<file path="src/rtl/wb_cpu.sv">
// Accumulator CPU with one Wishbone classic master port shared by fetch and data access.
// Build option: define CPU_ILLEGAL_TRAP_EN to halt on the undefined opcode 0x8.
module wb_cpu #(
    parameter int AW = 32,
    parameter int DW = 32
) (
    input  logic          CLK_I,
    input  logic          RST_I,
    input  logic [AW-1:0] ADR_I,
    output logic [AW-1:0] ADR_O,
    input  logic [DW-1:0] DAT_I,
    output logic [DW-1:0] DAT_O,
    output logic          CYC_O,
    output logic          STB_O,
    output logic          WE_O,
    input  logic          ACK_I,
    output logic [AW-1:0] pc_o,
    output logic          halt_o
);

    // Bus handshake: a transfer completes on the rising edge where STB_O and ACK_I are both high;
    // until then ADR_O, DAT_O and WE_O are held, and ACK_I is ignored while STB_O is low.

    typedef enum logic [2:0] {BOOT, FETCH, MEM, EXEC, HALT} state_t;

    state_t        state;
    logic [AW-1:0] pc;
    logic [DW-1:0] acc;
    logic [DW-1:0] ir;

    logic [3:0]    op;
    logic [3:0]    fetch_op;
    logic [AW-1:0] target;
    logic [AW-1:0] fetch_addr;
    logic [DW-1:0] imm;
    logic          take_branch;
    logic          stop_exec;

    function automatic logic is_mem_op(input logic [3:0] code);
        return ((code >= 4'h2) && (code <= 4'h7)) || (code == 4'hD) || (code == 4'hE);
    endfunction

    assign op          = ir[31:28];
    assign fetch_op    = DAT_I[31:28];
    assign target      = AW'(ir[27:0]);
    assign fetch_addr  = AW'(DAT_I[27:0]);
    assign imm         = {{4{ir[27]}}, ir[27:0]};
    assign take_branch = (op == 4'h9) || ((op == 4'hA) && (acc == '0)) || ((op == 4'hB) && acc[31]);

`ifdef CPU_ILLEGAL_TRAP_EN
    assign stop_exec = (op == 4'hF) || (op == 4'h8);
`else
    assign stop_exec = (op == 4'hF);
`endif

    assign CYC_O = STB_O;
    assign pc_o  = pc;

    // Bus outputs are set up on the edge entering FETCH/MEM so a zero-wait slave can ACK at once.
    always_ff @(posedge CLK_I or negedge RST_I) begin
        if (!RST_I) begin
            state  <= BOOT;
            pc     <= '0;
            acc    <= '0;
            ir     <= '0;
            ADR_O  <= '0;
            DAT_O  <= '0;
            STB_O  <= 1'b0;
            WE_O   <= 1'b0;
            halt_o <= 1'b0;
        end else begin
            case (state)
                BOOT: begin
                    pc    <= ADR_I;
                    ADR_O <= ADR_I;
                    STB_O <= 1'b1;
                    WE_O  <= 1'b0;
                    state <= FETCH;
                end
                FETCH: begin
                    if (ACK_I) begin
                        ir <= DAT_I;
                        pc <= pc + AW'(1);
                        if (is_mem_op(fetch_op)) begin
                            ADR_O <= fetch_addr;
                            WE_O  <= (fetch_op == 4'h3);
                            if (fetch_op == 4'h3) DAT_O <= acc;
                            state <= MEM;
                        end else begin
                            STB_O <= 1'b0;
                            state <= EXEC;
                        end
                    end
                end
                MEM: begin
                    if (ACK_I) begin
                        case (op)
                            4'h2, 4'hE: acc <= DAT_I;
                            4'h4:       acc <= acc + DAT_I;
                            4'h5:       acc <= acc - DAT_I;
                            4'h6:       acc <= acc & DAT_I;
                            4'h7:       acc <= acc | DAT_I;
                            4'hD:       acc <= acc ^ DAT_I;
                            default:    acc <= acc;
                        endcase
                        ADR_O <= pc;
                        WE_O  <= 1'b0;
                        state <= FETCH;
                    end
                end
                EXEC: begin
                    if (op == 4'h1) acc <= imm;
                    else if (op == 4'hC) acc <= acc + imm;
                    if (stop_exec) begin
                        halt_o <= 1'b1;
                        state  <= HALT;
                    end else begin
                        STB_O <= 1'b1;
                        state <= FETCH;
                        if (take_branch) begin
                            pc    <= target;
                            ADR_O <= target;
                        end else begin
                            ADR_O <= pc;
                        end
                    end
                end
                HALT: begin
                    halt_o <= 1'b1;
                end
                default: state <= BOOT;
            endcase
        end
    end

endmodule

</file>
<file path="config.mk">
export PLATFORM = sky130hd
export DESIGN_NAME = wb_cpu
export DESIGN_NICKNAME = d
export VERILOG_FILES = /design/src/rtl/wb_cpu.sv
export SDC_FILE = /design/constraint.sdc
export NUM_CORES = 1
export LEC_CHECK = 0
export CORE_ASPECT_RATIO = 0.75
export CORE_UTILIZATION = 40
export DETAILED_ROUTE_END_ITERATION = 12
export MAX_ROUTING_LAYER = met4
export SYNTH_ARGS = -nofsm -noshare
export SYNTH_HDL_FRONTEND = slang
export SYNTH_SLANG_ARGS = --single-unit
</file>
<file path="constraint.sdc">
create_clock -name CLK_I -period 14.9 [get_ports CLK_I]
set_clock_uncertainty 0.1 [all_clocks]
set_input_delay 2.98 -clock CLK_I [delete_from_list [all_inputs] [get_ports CLK_I]]
set_output_delay 2.98 -clock CLK_I [all_outputs]
set_load 0.1 [all_outputs]
</file>
==> metrics <==
clock-pin slew on the worst setup and hold paths=around 80 ps; H-Tree Depth=4; Sink Count=around 170; Final Hold Fails=0; fillers=~3600; Post-synth ARST share=1.00; YS warnings=0; reg2reg end=acc[29]; minimum clock period=7800 ps; Mapped Cells=1845; I/O Pins=167; crit path kind=input pin to flop; die area=roughly 38000 sq um; Max Freq=approximately 0.13 GHz; Max-Cap Viols=0; EDFF count, synth=0; clk buf depth=2; worst skew pair latency=470 ps; root buffer cell=clkbuf_16; sequential area share after synthesis=0.282; hold depth=1; post-synthesis cell type count=75; initial antenna violation count=0; TritonCTS clock tree=yes; Final setup viols=0; Die Wd=224 um; starting density of the core=0.408; Final nets=between 2000 and 2500; Slew Limit Headroom=0.157; cell row count=60; CP startpoint kind=input pin; gr usage total=0.327; hold path start=halt_o; synthesized flop and latch total=about 170; initial detailed-routing violation count=between 1500 and 2000; Critical Path RT=15190 ps; Worst Setup End Kind=flop; first-pass GRT wire length=about 90 mm; TritonCTS buffer count=17; RSZ-0062 raised after global routing=no; Worst R2R Path Depth=19; R2R Path Start=ir[28]; vias=about 15000; GR Overflow Total=0; postcts setup bufs=0; WL final=~60 mm; Core Box Area=36100 sq um; GP Congestion=~0.95; Mean Syn Cell Area=approximately 8 sq um; vias in the first global route=between 10000 and 15000; status=finished clean; HP Class=flop to flop; worst setup margin=roughly 7100 ps; syn nets=about 2000; Crit Path Max Fanout=9; Die Y=about 170 um; largest net degree at the start of global routing=80; Port Buf Inserts=166; post-cts hold buffer count=0; First-pass DRT Iterations=6; Final period util=0.524; Most used DFF post-synth=dfrtp_1; HPWL Detailed=43.7 mm; Final ANT Viol Nets=0; R2R Setup Slk=between 8000 and 9000 ps; drc violations=0; Routed WL per cell=between 20 and 25 um; WHS Endpoint=halt_o; Final Slew Violations=0; PostCTS Resize Cnt=0; Mapped Area=14800 sq um; pre-CTS setup slack=between 6000 and 7000 ps; Fin Setup TNS=0 ps; layout cell share with drive strength beyond 1=0.0624; vias per cell=6.18; Worst Tran Pin Value=about 1300 ps; P&R area growth vs syn=18.0%; data arrival time of the critical path=8090 ps
## how the worst max path moves through the flow
stage | startpoint | end | slack [ps] | depth (start not counted)
after global placement | DAT_I[2] | acc[29] | 6940 | 17
after global routing | DAT_I[2] | acc[29] | 6860 | 17
final | DAT_I[2] | acc[29] | 7100 | 17
after CTS | DAT_I[2] | acc[29] | 7300 | 17
after detailed placement | DAT_I[2] | acc[29] | 6840 | 17
after floorplan | DAT_I[2] | acc[29] | 7890 | 17
## flip-flops by register name, indices dropped and copies added, names as in the netlist
signal  flops
halt_o      1
CYC_O       1
WE_O        1
ir         32
ADR_O      32
pc_o       32
state       3
acc        32
DAT_O      32
## cell families after synthesis
| kind of cell | after synthesis | synth area share |
|---|---|---|
| buffers and inverters | 213 | 0.0576 |
| and+or+nand+nor | 518 | 0.159 |
| muxes | 69 | 0.0495 |
| adders and majority gates | 130 | 0.111 |
| xor gates and xnor gates | 101 | 0.0600 |
| AOI/OAI and AO/OA | 648 | 0.281 |
| DFF | 166 | 0.282 |
## area by class of cell
type                            count  area [sq um]  share of cell area
Sequential cell                   166          4150               0.239
Antenna cell                        1          2.50            0.000144
Clock inverter                      9           119             0.00683
Multi-Input combinational cell   1466          9770               0.561
Tap cell                          496           621              0.0357
Clock buffer                       22           474              0.0273
Timing Repair Buffer              198          1900               0.109
Inverter                           95           357              0.0205
## Yosys cell counts, types with 13 or more instances
library cell	number	area share
a22oi_1	33	0.017
xnor2_1	70	0.042
xor2_1	31	0.018
o31ai_1	14	0.0071
mux2i_1	38	0.026
o21ai_0	204	0.069
a31oi_1	24	0.010
nand3_1	39	0.013
a21o_1	37	0.019
clkbuf_1	99	0.025
inv_1	93	0.024
nor4_1	13	0.0055
nor3_1	20	0.0068
dfrtp_1	166	0.28
o21a_1	16	0.0081
and3_1	16	0.0068
o22ai_1	32	0.014
a221oi_1	27	0.016
ha_1	128	0.11
mux2_2	31	0.024
nand4_1	17	0.0072
nand2b_1	16	0.0068
a21oi_1	121	0.041
nor2_1	148	0.038
o211ai_1	19	0.0097
nand2_1	197	0.050
a211oi_1	44	0.022
nor2b_1	15	0.0064
## worst max-delay path, stage by stage
cell and delay, ps:
clkdlybuf4s50_1 580, nor2_1 240, nand4_1 330, nor4_1 800, a31oi_1 230, xnor2_1 170, ha_1 260, a21o_1 200
a211oi_1 310, nor2_1 80, inv_1 60, o31ai_1 90, a221o_2 450, a311o_2 460, a41oi_1 260, mux2_2 360
a211oi_1 210
## placed cells by master (no fill, tap or decap), types with 7 or more instances in the layout
cell type / synthesis / layout
and3_1: 16 / 16
xnor2_1: 70 / 70
a21o_1: 37 / 36
nor4_1: 13 / 13
a211oi_1: 44 / 44
ha_1: 128 / 128
inv_1: 93 / 93
buf_4: 1 / 32
o211ai_1: 19 / 19
nand4_1: 17 / 17
o22ai_1: 32 / 32
o221ai_1: 8 / 8
nand2b_1: 16 / 16
nor3_1: 20 / 19
o21a_1: 16 / 16
a41oi_1: 10 / 10
a21oi_1: 121 / 120
xor2_1: 31 / 31
a22oi_1: 33 / 33
a31oi_1: 24 / 24
mux2_2: 31 / 31
clkbuf_16: 0 / 17
clkdlybuf4s50_1: 0 / 165
nor2b_1: 15 / 15
or2_2: 9 / 9
mux2i_1: 38 / 38
a221oi_1: 27 / 27
o21ai_0: 204 / 204
and4_1: 7 / 7
nor2_1: 148 / 147
dfrtp_1: 166 / 166
o31ai_1: 14 / 14
nand2_1: 197 / 195
nand3_1: 39 / 39
## routing by layer
metal	GRT usage	wire, um	vias to the layer above	share of wire
met5	-	0	-	0
met4	0.0834	1160	0	0.019
met3	0.0534	4500	77	0.075
met2	0.478	26100	666	0.44
met1	0.464	28200	7462	0.47
li1	-	-	6945	-
## per-stage QoR
| step | utilization | hold slack (ps) | area, sq um | cells |
|---|---|---|---|---|
| finish | 0.482 | 376 | 17400 | 2453 |
| global route | 0.482 | 407 | 17400 | 2452 |
| CTS | 0.482 | 377 | 17400 | 2452 |
| detailed placement | 0.465 | 359 | 16800 | 2421 |
| global placement | 0.465 | 359 | 16800 | 2421 |
| floorplan | - | 422 | 14800 | 1845 |
Power is not shown: default switching activity piles up to over one toggle a cycle in this logic, so the estimate is an artifact.
